$ cat config.mk
export PLATFORM = sky130hd
export DESIGN_NAME = ddrphy_init_sequencer
export DESIGN_NICKNAME = d
export VERILOG_FILES = /design/src/rtl/gram_ddrphy_pkg.sv /design/src/rtl/init_dwell_counter.sv /design/src/rtl/ddrphy_init_sequencer.sv
export SDC_FILE = /design/constraint.sdc
export NUM_CORES = 1
export LEC_CHECK = 0
export BUFFER_PORTS_ARGS = -buffer_cell sky130_fd_sc_hd__buf_2
export CELL_PAD_IN_SITES_DETAIL_PLACEMENT = 0
export CELL_PAD_IN_SITES_GLOBAL_PLACEMENT = 1
export CORE_MARGIN = 5
export CORE_UTILIZATION = 37
export DETAILED_ROUTE_END_ITERATION = 16
export GPL_ROUTABILITY_DRIVEN = 0
export PLACE_DENSITY_LB_ADDON = 0.1
export SYNTH_ARGS = -nofsm -noshare
export SYNTH_HDL_FRONTEND = slang
export SYNTH_HIERARCHICAL = 1
export SYNTH_SLANG_ARGS = --single-unit
$ cat constraint.sdc
create_clock -name clk -period 2.62 [get_ports clk]
set_clock_uncertainty 0.2 [all_clocks]
set_input_delay 0.524 -clock clk [delete_from_list [all_inputs] [get_ports clk]]
set_output_delay 0.524 -clock clk [all_outputs]
set_load 0.1 [all_outputs]
$ cat src/rtl/gram_ddrphy_pkg.sv
// Shared types and defaults for the ECP5 DDR PHY clocking sequencer.
package gram_ddrphy_pkg;

  localparam int DDRPHY_WAIT_CYCLES = 8;
  localparam int DDRPHY_LOCK_FILTER = 16;

  typedef enum logic [2:0] {
    LOCK_WAIT,
    RELEASE_RST,
    UNSTOP,
    UNPAUSE,
    READY,
    UPD_PAUSE,
    UPD_PULSE,
    UPD_RELEASE
  } ddrphy_state_t;

endpackage

$ cat src/rtl/init_dwell_counter.sv
// Clear/enable up-counter that saturates at a programmable terminal value;
// shared by the lock filter and the per-phase dwell timer.
module init_dwell_counter #(
  parameter int WIDTH = 5
) (
  input  logic             clk,
  input  logic             rst,
  input  logic             clr,
  input  logic             en,
  input  logic [WIDTH-1:0] last,
  output logic             tc
);

  logic [WIDTH-1:0] count;

  assign tc = (count == last);

  // NOTE: sequential state uses non-blocking assignments so every flop
  // samples pre-edge values regardless of block ordering.
  always_ff @(posedge clk or posedge rst) begin
    if (rst) begin
      count <= '0;
    end else if (clr) begin
      count <= '0;
    end else if (en && !tc) begin
      count <= count + 1'b1;
    end
  end

endmodule

$ cat src/rtl/ddrphy_init_sequencer.sv
// Power-up and DLL-update sequencer for the ECP5 DDR clock tree: orders
// CLKDIV reset, ECLKSYNC stop, DQS/DLL pause and uddcntln after lock.
module ddrphy_init_sequencer
  import gram_ddrphy_pkg::*;
#(
  parameter int WAIT_CYCLES = DDRPHY_WAIT_CYCLES,
  parameter int LOCK_FILTER = DDRPHY_LOCK_FILTER
) (
  input  logic clk,
  input  logic rst,
  input  logic pll_lock,
  input  logic dll_lock,
  input  logic update_req,
  output logic ddr_rst,
  output logic stop,
  output logic pause,
  output logic uddcntln,
  output logic ready,
  output logic update_ack
);

  localparam int MAX_COUNT = (WAIT_CYCLES > LOCK_FILTER) ? WAIT_CYCLES : LOCK_FILTER;
  localparam int CW        = $clog2(MAX_COUNT + 1);
  localparam logic [CW-1:0] WAIT_LAST   = CW'(WAIT_CYCLES - 1);
  localparam logic [CW-1:0] FILTER_LAST = CW'(LOCK_FILTER - 1);

  ddrphy_state_t state_q, state_d;
  logic          locked;
  logic          cnt_tc;
  logic          cnt_clr;
  logic [CW-1:0] cnt_last;
  logic          ddr_rst_d, stop_d, pause_d, uddcntln_d, ready_d, update_ack_d;

  assign locked = pll_lock & dll_lock;

  // The terminal value is one less than the dwell because the transition
  // itself is taken on the edge that would complete the last cycle.
  assign cnt_last = (state_q == LOCK_WAIT) ? FILTER_LAST : WAIT_LAST;
  assign cnt_clr  = (state_d != state_q) || !locked || (state_q == READY);

  init_dwell_counter #(
    .WIDTH(CW)
  ) u_dwell (
    .clk (clk),
    .rst (rst),
    .clr (cnt_clr),
    .en  (1'b1),
    .last(cnt_last),
    .tc  (cnt_tc)
  );

  // NOTE: every always_comb output gets a default first so no path can
  // leave a signal unassigned and infer a latch.
  always_comb begin
    state_d = state_q;
    if (!locked) begin
      state_d = LOCK_WAIT;
    end else begin
      unique case (state_q)
        LOCK_WAIT:   if (cnt_tc)     state_d = RELEASE_RST;
        RELEASE_RST: if (cnt_tc)     state_d = UNSTOP;
        UNSTOP:      if (cnt_tc)     state_d = UNPAUSE;
        UNPAUSE:     if (cnt_tc)     state_d = READY;
        READY:       if (update_req) state_d = UPD_PAUSE;
        UPD_PAUSE:   if (cnt_tc)     state_d = UPD_PULSE;
        UPD_PULSE:   if (cnt_tc)     state_d = UPD_RELEASE;
        UPD_RELEASE: if (cnt_tc)     state_d = READY;
        default:                     state_d = LOCK_WAIT;
      endcase
    end
  end

  // Outputs are decoded from the next state so they register on the same
  // edge as the state change.
  always_comb begin
    ddr_rst_d    = 1'b1;
    stop_d       = 1'b1;
    pause_d      = 1'b1;
    uddcntln_d   = 1'b1;
    ready_d      = 1'b0;
    update_ack_d = (state_q == UPD_RELEASE) && (state_d == READY);
    unique case (state_d)
      LOCK_WAIT: ;
      RELEASE_RST: ddr_rst_d = 1'b0;
      UNSTOP: begin
        ddr_rst_d = 1'b0;
        stop_d    = 1'b0;
      end
      UNPAUSE: begin
        ddr_rst_d = 1'b0;
        stop_d    = 1'b0;
        pause_d   = 1'b0;
      end
      READY: begin
        ddr_rst_d = 1'b0;
        stop_d    = 1'b0;
        pause_d   = 1'b0;
        ready_d   = 1'b1;
      end
      UPD_PAUSE, UPD_RELEASE: begin
        ddr_rst_d = 1'b0;
        stop_d    = 1'b0;
      end
      UPD_PULSE: begin
        ddr_rst_d  = 1'b0;
        stop_d     = 1'b0;
        uddcntln_d = 1'b0;
      end
      default: ;
    endcase
  end

  always_ff @(posedge clk or posedge rst) begin
    if (rst) begin
      state_q    <= LOCK_WAIT;
      ddr_rst    <= 1'b1;
      stop       <= 1'b1;
      pause      <= 1'b1;
      uddcntln   <= 1'b1;
      ready      <= 1'b0;
      update_ack <= 1'b0;
    end else begin
      state_q    <= state_d;
      ddr_rst    <= ddr_rst_d;
      stop       <= stop_d;
      pause      <= pause_d;
      uddcntln   <= uddcntln_d;
      ready      <= ready_d;
      update_ack <= update_ack_d;
    end
  end

endmodule

## Yosys cells after proc, flatten, opt, wreduce, memory -nomap -nowiden

Index checks and enable logic that the tools add are counted.

| word-level totals | value |
|---|---|
| flip-flop bits (word level) | 14 |
| logic and storage cells | 53 |

| cells by class | value |
|---|---|
| $add $sub $neg | 1 |
| equal/unequal tests | 17 |
| muxes and demuxes | 17 |
| bitwise operators | 1 |
| reductions and logical operators | 9 |

Operators with widths:

| operator | count |
|---|---|
| $eq 3x3->1 const B | 8 |
| $mux 3 | 8 |
| $pmux 3 s7 | 1 |
| $eq 3x2->1 const B | 4 |
| $mux 5 | 2 |
| $reduce_or 7->1 | 1 |
| $eq 3x1->1 const B | 2 |
| $reduce_or 6->1 | 1 |
| $add 5x1->5 const B | 1 |
| $eq 5x4->1 | 1 |
| $mux 1 | 5 |
| $mux 4 | 1 |
| $reduce_or 2->1 | 2 |
| $logic_not 3->1 | 1 |
| $ne 3x3->1 | 1 |
| $logic_or 1x1->1 | 2 |
| $ne 2x1->1 const B | 1 |
| $and 1x1->1 | 1 |
| $logic_and 1x1->1 | 1 |
| $logic_not 1->1 | 1 |

## Longest topological paths before layout

Gate-level depths: netlist (run 1).

| depth | value |
|---|---|
| depth in word-level cells | 10 |
| gate-level depth with buffers | 11 |

## By module

Netlist (run 1), hierarchy kept.

By module, submodules not included:

| module | times used | cells each | area an instance (um^2) | seq. area each (um^2) |
|---|---|---|---|---|
| ddrphy_init_sequencer | 1 | 43 | 425.4 | 230.2 |
| init_dwell_counter | 1 | 41 | 376.6 | 125.1 |

## Least setup slack after synthesis (run 1)

OpenSTA, ideal clock, no wires.

| timing path | value |
|---|---|
| path kind | reg-to-reg |
| start point | register state_q[1] |
| end point | register u_dwell.count[0] |
| setup time | 0.128 ns |
| data arrival time | 2.320 ns |
| slack | -0.027 ns |
| cell stages (with the launch flop) | 12 |
| path buffers | 3 |
| period minus slack after synthesis | 2.647 ns |
| cell sequence | dfrtp_1 > buf_2 > nor3_1 > xor2_1 > nor4_4 > and2_1 > buf_2 > nor2_1 > o31ai_1 > buf_1 > nor2_1 > mux2_1 |

| between the ends | value |
|---|---|
| cells in the longest elaborated chain, start to end | 10 |
| elaborated cells between the ends (all ways) | 25 |
| classes of those cells | 10 x eq/ne; 11 x mux; 4 x reduce/logical |

RTL lines:

| item | RTL line | source |
|---|---|---|
| from (decl) | ddrphy_init_sequencer.sv:27 | `ddrphy_state_t state_q, state_d;` |
| from (signal assigned) | ddrphy_init_sequencer.sv:123 | `state_q <= state_d;` |
| $logic_not 3->1 * | ddrphy_init_sequencer.sv:38 | `assign cnt_last = (state_q == LOCK_WAIT) ? FILTER_LAST : WAIT_LAST;` |
| $mux 4 * | ddrphy_init_sequencer.sv:38 |  |
| via cnt_last[3] | ddrphy_init_sequencer.sv:31 | `logic [CW-1:0] cnt_last;` |
| $eq 5x4->1 * | init_dwell_counter.sv:16 | `assign tc = (count == last);` |
| via cnt_tc | ddrphy_init_sequencer.sv:29 | `logic cnt_tc;` |
| $mux 3, or another cell as far along | ddrphy_init_sequencer.sv:63, ddrphy_init_sequencer.sv:67 |  |
| $pmux 3 s7 * | ddrphy_init_sequencer.sv:59 | `unique case (state_q)` |
| $mux 3 * | ddrphy_init_sequencer.sv:56 | `if (!locked) begin` |
| $ne 3x3->1 * | ddrphy_init_sequencer.sv:39 | `assign cnt_clr = (state_d != state_q) \|\| !locked \|\| (state_q == READY);` |
| $logic_or 1x1->1 * (2 in a row) | ddrphy_init_sequencer.sv:39 |  |
| via cnt_clr | ddrphy_init_sequencer.sv:30 | `logic cnt_clr;` |
| $ne 2x1->1 (no source line) / $mux 5 (equally long branches) | - |  |
| to (signal assigned) | init_dwell_counter.sv:26 | `count <= count + 1'b1;` |
| to (decl) | init_dwell_counter.sv:14 | `logic [WIDTH-1:0] count;` |

The timed path passes the listed nets; every way through them passes the cells marked *.
A chain may end at the register's enable or synchronous reset.

## Worst setup path in the final report (run 1)

| timing path | value |
|---|---|
| start point | register state_q[2] |
| end point | register u_dwell.count[0] |

The elaborated chain is that of the path after synthesis.

==> results.json, run 1 <==
{
  "status": "finished clean",
  "met1_length_um": 783,
  "nets": 116,
  "drtIter0Drc": 9,
  "dr_wl_met2_um": 635,
  "placed_cells": 131,
  "dp_hpwl_um": 1140,
  "grt_start_max_net_pins": 11,
  "ios": 11,
  "r2r_slack_ns": 0.17,
  "fin_crit_ns": 2.45,
  "nFillCells": 213,
  "ff_latch_area_um2": 355,
  "gr-total-overflow": 0,
  "synth_edf_count": 0,
  "tightest_slew_ns": 1.01,
  "synthDistinctLibCells": 33,
  "fin_tns_setup_ns": 0,
  "yosys.area_share.simple": 0.223,
  "slowest_delay_ns": 0.45,
  "fin_cells": 135,
  "multi_input_area_um2": 440,
  "path_delay_family": "simple AND/OR/NAND/NOR gates",
  "synth-seq-cells": 14,
  "num_vias": 635,
  "layout_common_cells": "conb_1, buf_2, dfrtp_1, nor2_1, a21oi_1",
  "reg2regPathDepth": 8,
  "cp-start-kind": "flip-flop",
  "leakage_uw": 0.000463,
  "muxShareOfSynthArea": 0.0702,
  "postCtsSetupBuffers": 0,
  "setup_viol": 0,
  "crit_chain": "nor3_1, xor2_1, nor4_4, and2_1, nor2_1, o31ai_1, nor2_1, mux2_1",
  "routed-wl-met3_um": 79,
  "diodes": 0,
  "cp.buffers_inverters": 0,
  "cts_tree": "yes",
  "fp.dieW_um": 56.6,
  "end_kind": "flip-flop",
  "r2r-start": "state_q[2]",
  "drt_wl_total_um": 1510,
  "worstHoldEndpoint": "update_ack",
  "worst_ep_required_time_ns": 2.57,
  "postRouteAntennaNets": 0,
  "hold_class": "in -> reg",
  "yosys_warnings": 6,
  "cp_common_cell": "nor2_1",
  "ys.flop_type": "dfrtp_1",
  "clk_path_buf_depth": 2,
  "p_per_area_mw_per_mm2": 384,
  "io_buffers": 10,
  "viasPerCell": 4.70,
  "synth-seq-area-share": 0.443,
  "remaining_drc_errors": 0,
  "postLayoutCoreUtil": 0.475,
  "syn-instance-count": 84,
  "hold_path_depth": 3,
  "core-area_mm2": 0.00202,
  "netlist_area_um2": 802,
  "min_period_over_period": 0.934,
  "start_util": 0.397,
  "path_class": "reg -> reg",
  "avgSynthCellArea_um2": 9.55,
  "rr_endpoint": "u_dwell/count[0]",
  "cp.arrival_ns": 2.40,
  "antenna_found_initial": 0,
  "clk_pin_slew_ns": 0.09,
  "grt_usage": 0.106,
  "ir_worst_vdd_v": 0.000343,
  "timing.fmax_mhz": 409,
  "synth_compound_area_frac": 0.119,
  "grt_pass1_vias": 566,
  "worstPathMaxFanout": 9,
  "maxCapViolations": 0,
  "drive_gt1_frac": 0.213,
  "hp-start": "pll_lock",
  "drv_slew": 0,
  "cts_htree_levels": 1,
  "cts.sinks": 14,
  "final_common_cell": "conb_1",
  "grt_pass1_wl_um": 2630,
  "top_layer": "met4",
  "die-area_mm2": 0.00320,
  "rsz0062_at_grt": "no",
  "clkLatencyLatePin_ns": 0.28,
  "synthAdderAreaFrac": 0.0156,
  "syn2layout_area_growth_pct": 19.8,
  "clockRootBuffer": "clkbuf_4",
  "routedWlPerCell_um": 11.2,
  "async_flop_share": 1.00,
  "slew_headroom": 0.323,
  "cpMaxStageDelayCell": "dfrtp_1",
  "synth_xor_xnor_area_share": 0.0655,
  "die_y_um": 56.6,
  "synth_top_family_by_area": "simple AND/OR/NAND/NOR gates",
  "rows": 16,
  "numCtsBuffers": 3,
  "hold_viol": 0,
  "drtPass1Iterations": 4
}
==> stage by stage <==
stage                     worst slack [ns]  hold WS [ns]  instance area [um^2]  total power (uW)
after CTS                            0.161         0.305                   961               378
after detailed placement             0.188         0.242                   928               252
after global routing                0.0334         0.305                   961               393
after floorplan                     0.0676         0.103                   841               244
final                                0.173         0.321                   961               369
after global placement               0.305         0.249                   928               251
==> worst max-delay path by stage <==
stage	endpoint	start	depth (start not counted)	slack, ns
6_report	u_dwell/count[0]	state_q[2]	8	0.17
5_1_grt	u_dwell/count[0]	state_q[2]	8	0.03
4_1_cts	u_dwell/count[0]	state_q[2]	8	0.16
3_5_place_dp	u_dwell/count[0]	state_q[2]	8	0.19
3_3_place_gp	u_dwell/count[2]	state_q[2]	8	0.31
2_1_floorplan	u_dwell/count[0]	state_q[1]	11	0.07
==> state kept, by name, summed over array words and instances (netlist names) <==
signal and cells:
ddr_rst 1, u_dwell/count 5, update_ack 1, pause 1, ready 1, stop 1
uddcntln 1, state_q 3
==> tightest hold or removal path: stages <==
cell,delay (ns)
buf_2,0.11
nand3_1,0.08
nor2_1,0.04
==> Yosys cell counts, drive strengths merged (2+ instances only) <==
cell | instances | area (um^2)
buf | 4 | 25.0
nor2 | 9 | 33.8
dfrtp | 10 | 250
nand3 | 4 | 20.0
a21o | 2 | 15.0
mux2 | 5 | 56.3
nor2b | 4 | 25.0
xor2 | 5 | 43.8
inv | 5 | 18.8
nand4 | 2 | 12.5
nand2 | 5 | 18.8
nor3b | 2 | 15.0
conb | 2 | 7.51
a21oi | 6 | 30.0
dfstp | 4 | 105
==> layer usage <==
| metal | global-route usage | vias to the layer above |
|---|---|---|
| li1 | - | 326 |
| met1 | 0.153 | 294 |
| met2 | 0.144 | 13 |
| met3 | 0.0505 | 2 |
| met4 | 0.0203 | 0 |
| met5 | 0 | - |
==> area by class of cell <==
cell class,instances,share of cell area
inverter,5,0.0195
tap,27,0.0352
timing repair buffer,15,0.0937
multi-input combinational,71,0.458
clock buffer,3,0.0234
sequential,14,0.370
==> where the power goes <==
part           switching [uW]  total [uW]  internal (uW)
clock                    66.7         120           53.2
combinational            19.7        29.5           9.78
sequential               1.95         219            217
==> timing repair <==
action	4_1_cts	5_1_grt
hold buffers	1	0
hold endpoints to repair	5	0
gates resized for setup	0	0
==> cell families after synthesis <==
group	after synthesis
compound gates	15
xor+xnor	6
fa+ha+maj	1
buf+inv	9
flops	14
mux	5
other cells	2
simple gates	32
No activity file was read; power rests on OpenSTA's default activity.
==> inputs of run 2 (changes only) <==
- BUFFER_PORTS_ARGS: -buffer_cell sky130_fd_sc_hd__buf_2 -> unset
- CORE_UTILIZATION: 37 -> 41
- DONT_BUFFER_PORTS: unset -> 1
- SYNTH_HIERARCHICAL: 1 -> unset
==> run 2 against run 1 <==
Effect of this change:
- design area down 23%
- core utilization up 0.77 points
- non-clock buffer count down 12
- die area down 19%
- combinational power down 55%
- sequential power about the same
- final cell count down 36%
- critical endpoint is now pause
- largest cell class is now flip-flops and latches
- highest routed layer unchanged
==> results.json, run 2 <==
{
  "status": "finished clean",
  "grt_usage": 0.113,
  "worst_ep_required_time_ns": 1.90,
  "rows": 14,
  "yosys_warnings": 0,
  "num_vias": 493,
  "gr-total-overflow": 0,
  "leakage_uw": 0.000305,
  "drv_slew": 0,
  "viasPerCell": 5.73,
  "nets": 77,
  "yosys.area.top_type": "dfrtp_1",
  "numCtsBuffers": 3,
  "hold_viol": 0,
  "diodes": 0,
  "synth_top_area_frac": 0.364,
  "syn-instance-count": 66,
  "postCtsSetupBuffers": 0,
  "drtIter0Drc": 15,
  "swShare": 0.213,
  "async_flop_share": 1.00,
  "drive_gt1_frac": 0.214,
  "slew_headroom": 0.649,
  "fin_crit_ns": 1.85,
  "fin_cells": 86,
  "path_class": "reg -> out",
  "cts.sinks": 14,
  "setup_viol": 0,
  "avgSynthCellArea_um2": 10.4,
  "grt_pass1_wl_um": 2190,
  "syn_nets": 72,
  "final_common_cell": "dfrtp_1",
  "ios": 11,
  "hold_class": "in -> reg",
  "end_kind": "primary output",
  "min_period_over_period": 0.707,
  "die-area_mm2": 0.00260,
  "layout_common_cells": "dfrtp_1, nor2_1, a21oi_1",
  "postRouteAntennaNets": 0,
  "largest_register_ffs": 5,
  "cp.arrival_ns": 1.13,
  "combPwrFrac": 0.037,
  "dp_hpwl_um": 878,
  "cts_htree_levels": 1,
  "core-area_mm2": 0.00154,
  "antenna_found_initial": 0,
  "fp.dieW_um": 51.0,
  "clkLatencyLatePin_ns": 0.27,
  "timing.hold.ws_ns": 0.255,
  "p_clk_frac": 0.350,
  "top_register": "u_dwell.count",
  "die_y_um": 51.0,
  "cp-start-kind": "flip-flop",
  "rsz0062_at_grt": "no",
  "yosys-top-cells-area": "dfrtp_1, dfstp_2, a21oi_1",
  "synth-seq-cells": 14,
  "drtPass1Iterations": 2,
  "remaining_drc_errors": 0,
  "synthTopCellsByCount": "dfrtp_1, nor2_1, a21oi_1",
  "grt_start_max_net_pins": 15,
  "yosysMostFrequentCell": "dfrtp_1",
  "reg_top3": "u_dwell.count: 5 flops, state_q: 3 flops",
  "p_switching_uw": 76.1,
  "placed_cells": 81,
  "power.internal_uw": 281,
  "p_per_area_mw_per_mm2": 479,
  "syn2layout_area_growth_pct": 8.18,
  "clk_pin_slew_ns": 0.08,
  "synthDistinctLibCells": 29,
  "maxCapViolations": 0,
  "cts_tree": "yes",
  "ir_worst_vdd_v": 0.000309,
  "netlist_area_um2": 688,
  "start_util": 0.446,
  "routedWlPerCell_um": 14.5,
  "drt_wl_total_um": 1250,
  "fin_tns_setup_ns": 0,
  "tightest_slew_ns": 0.526,
  "timing.fmax_mhz": 540,
  "worstPathMaxFanout": 1,
  "io_buffers": 0,
  "power_uw": 357,
  "clockRootBuffer": "clkbuf_4",
  "grt_pass1_vias": 461,
  "clk_path_buf_depth": 2,
  "ys.flop_type": "dfrtp_1",
  "synth-seq-area-share": 0.516,
  "synth_edf_count": 0,
  "p_seq_frac": 0.613
}
==> run 2: cell types whose count changed in the layout (fill, tap and decap cells not counted), moves of 4 or more <==
cell	delta
xor2_1	-5
mux2_1	-4
conb_1	-12
buf_2	-10
==> run 2: metrics by stage <==
| step | util | worst slack, ns | area [um^2] |
|---|---|---|---|
| floorplan | - | 1.01 | 688 |
| CTS | 0.483 | 0.753 | 744 |
| global placement | 0.459 | 0.999 | 708 |
| global route | 0.483 | 0.734 | 744 |
| detailed placement | 0.459 | 0.963 | 708 |
| finish | 0.483 | 0.767 | 744 |
==> run 2: metal layers <==
layer  vias to the layer above  track usage  part of all wire
li1                        244            -                 -
met1                       240        0.163              0.50
met2                         7        0.147              0.43
met3                         2       0.0262             0.053
met4                         0       0.0766             0.010
met5                         -            0                 0
==> run 2: path summary, 6_finish.rpt <==
check                                    to              from  cells past startpoint  slack (ns)
max                                   pause             pause                      0        0.77
min                                   ready        update_req                      2        0.25
max reg2reg                u_dwell.count[4]  u_dwell.count[0]                      5        0.94
min reg2reg                u_dwell.count[0]  u_dwell.count[0]                      1        0.27
max in group asynchronous          uddcntln               rst                      2        1.34
min in group asynchronous        state_q[0]               rst                      2        0.52
==> run 2: power by group through the flow <==
stage | clock, uW | combinational, uW | sequential [uW]
finish | 125 | 13.2 | 219
global route | 145 | 15.8 | 219
CTS | 132 | 13.9 | 219
detailed placement | 0 | 12.7 | 223
global placement | 0 | 12.9 | 223
floorplan | 0 | 9.75 | 223
==> run 2: area by class of cell <==
type | count | area (um^2)
clock buffers | 4 | 26.3
flip-flops and latches | 14 | 355
fillers | 156 | 797
multi-input cells | 46 | 307
well taps | 16 | 20.0
inverters | 3 | 11.3
repair buffers | 3 | 25.0
==> run 2: logic make-up after synthesis <==
kind of cell | share of synthesized area
buf+inv | 0.0382
xor+xnor | 0.0255
simple gates | 0.225
mux | 0.0309
compound gates | 0.129
flops | 0.516
fa+ha+maj | 0.0345
==> run 2: timing repair <==
action	CTS	global route
hold endpoints to repair	10	0
hold buffers	1	0
resized for setup	0	0
==> inputs of run 3 (changes only) <==
- clock period: 2.62 -> 1.5 ns (I/O delays scaled with it)
==> run 3 against run 2 <==
Effect of this change:
- the run now ends with negative setup slack left
- clock-buffer cell count down 1
- clock power grew 70%
- first-iteration DRC count fell by 33%
- setup slack worse by 0.81 ns
- power rose by 76%
- wire length grew 20%
==> results.json, run 3 (synthesis gave the netlist of run 2 again) <==
{
  "status": "complete, but fails checks",
  "violations": "negative setup slack",
  "cts_htree_levels": 1,
  "routedWlPerCell_um": 15.3,
  "fp.dieW_um": 51.0,
  "start_util": 0.446,
  "top_register": "u_dwell.count",
  "fin_area_um2": 971,
  "die_y_um": 51.0,
  "timing.hold.ws_ns": 0.0257,
  "fin_cells": 98,
  "cp.arrival_ns": 1.56,
  "timing.final.ws_setup_ns": -0.0475,
  "drtIter0Drc": 10,
  "core-area_mm2": 0.00154,
  "post-place-ws_ns": -0.0423,
  "top_usage_layer": "met2",
  "drv_slew": 0,
  "hold_viol": 0,
  "ir_worst_vdd_v": 0.000431,
  "viasPerCell": 5.67,
  "cts.sinks": 14,
  "hold_class": "in -> reg",
  "largest_register_ffs": 5,
  "grt_start_max_net_pins": 15,
  "met3_usage": 0.0349,
  "r2r-start": "u_dwell.count[1]",
  "fin_crit_ns": 1.55,
  "cts_tree": "yes",
  "syn2layout_area_growth_pct": 41.1,
  "grt_usage": 0.133,
  "antenna_found_initial": 0,
  "nets": 90,
  "num_vias": 556,
  "leakage_uw": 0.000402,
  "rows": 14,
  "hp-start": "update_req",
  "p_per_area_mw_per_mm2": 645,
  "remaining_drc_errors": 0,
  "worstPathMaxFanout": 4,
  "end_kind": "flip-flop",
  "nFillCells": 121,
  "diodes": 0,
  "reg_top3": "u_dwell.count: 5 flops, state_q: 3 flops",
  "rsz0062_at_grt": "yes",
  "startpoint": "u_dwell.count[1]",
  "die-area_mm2": 0.00260,
  "place_area_um2": 893,
  "maxCapViolations": 0,
  "postCtsSetupBuffers": 0,
  "io_buffers": 0,
  "clk_path_buf_depth": 2,
  "clockRootBuffer": "clkbuf_4",
  "slew_headroom": 0.652,
  "postRouteAntennaNets": 0,
  "use_met2": 0.200,
  "gr-total-overflow": 0,
  "numCtsBuffers": 3,
  "path_class": "reg -> reg",
  "worst_ep_required_time_ns": 1.51,
  "cp-start-kind": "flip-flop",
  "layout_common_cells": "dfrtp_1, buf_4, nor2_1, buf_12",
  "grt_pass1_vias": 564,
  "fin_tns_setup_ns": -0.184,
  "final_common_cell": "dfrtp_1",
  "setup_viol": 7,
  "drt_wl_total_um": 1500,
  "dp_hpwl_um": 1080,
  "grt_pass1_wl_um": 2550,
  "placed_cells": 94,
  "clk_pin_slew_ns": 0.08,
  "tightest_slew_ns": 0.522,
  "timing.fmax_mhz": 646,
  "drtPass1Iterations": 4,
  "min_period_over_period": 1.03,
  "drive_gt1_frac": 0.451,
  "ios": 11,
  "grtUsageMet1": 0.160,
  "clkLatencyLatePin_ns": 0.28
}
-- run 3: cell count changes in the layout (fill, tap and decap cells not counted), sizes merged --
cell | before | now
buf | 2 | 15
clkbuf | 4 | 3
-- run 3: per-stage QoR --
stage                     total power [uW]  utilization
after floorplan                        408            -
after global placement                 418        0.580
after detailed placement               419        0.580
after CTS                              633        0.609
after global routing                   659        0.630
final                                  626        0.630
-- run 3: cell type report --
class	instances	area, um^2	share of cell area
multi-input cells	46	364	0.375
repair buffers	16	198	0.204
clock buffers	3	22.5	0.0232
inverters	3	11.3	0.0116
well taps	16	20.0	0.0206
flip-flops and latches	14	355	0.366
-- run 3: per-layer routing --
| metal | vias up | wire length, um |
|---|---|---|
| met2 | 11 | 744 |
| met5 | - | 0 |
| met1 | 272 | 648 |
| met4 | 0 | 42 |
| met3 | 5 | 66 |
| li1 | 268 | - |
-- run 3: final timing paths --
kind | slack, ns | cells after the start | endpoint
max in group asynchronous | 0.44 | 2 | uddcntln
min | 0.03 | 2 | ready
max reg2reg | -0.05 | 5 | state_q[2]
max | -0.05 | 5 | state_q[2]
min reg2reg | 0.34 | 1 | ddr_rst
min in group asynchronous | 0.29 | 2 | u_dwell.count[3]
-- run 3: what timing repair did --
action	4_1_cts	5_1_grt
hold endpoints to repair	10	0
endpoints found under the setup margin	12	15
pin swaps	3	2
hold buffers	1	0
resized for setup	4	7
-- run 3: where the power goes --
part | switching, uW | leakage, uW | internal, uW | total, uW
logic | 19.1 | 0.000207 | 12.6 | 31.7
registers | 2.65 | 0.000181 | 380 | 383
clock network | 119 | 0.0000138 | 93.3 | 212
total | 140 | 0.000402 | 486 | 626
-- run 3: worst max-delay path, cell delays in order (launching register included) --
cell	delay, ns
dfrtp_1	0.40
ha_4	0.16
and2b_4	0.15
and4b_4	0.25
nand2_1	0.13
a21oi_2	0.18
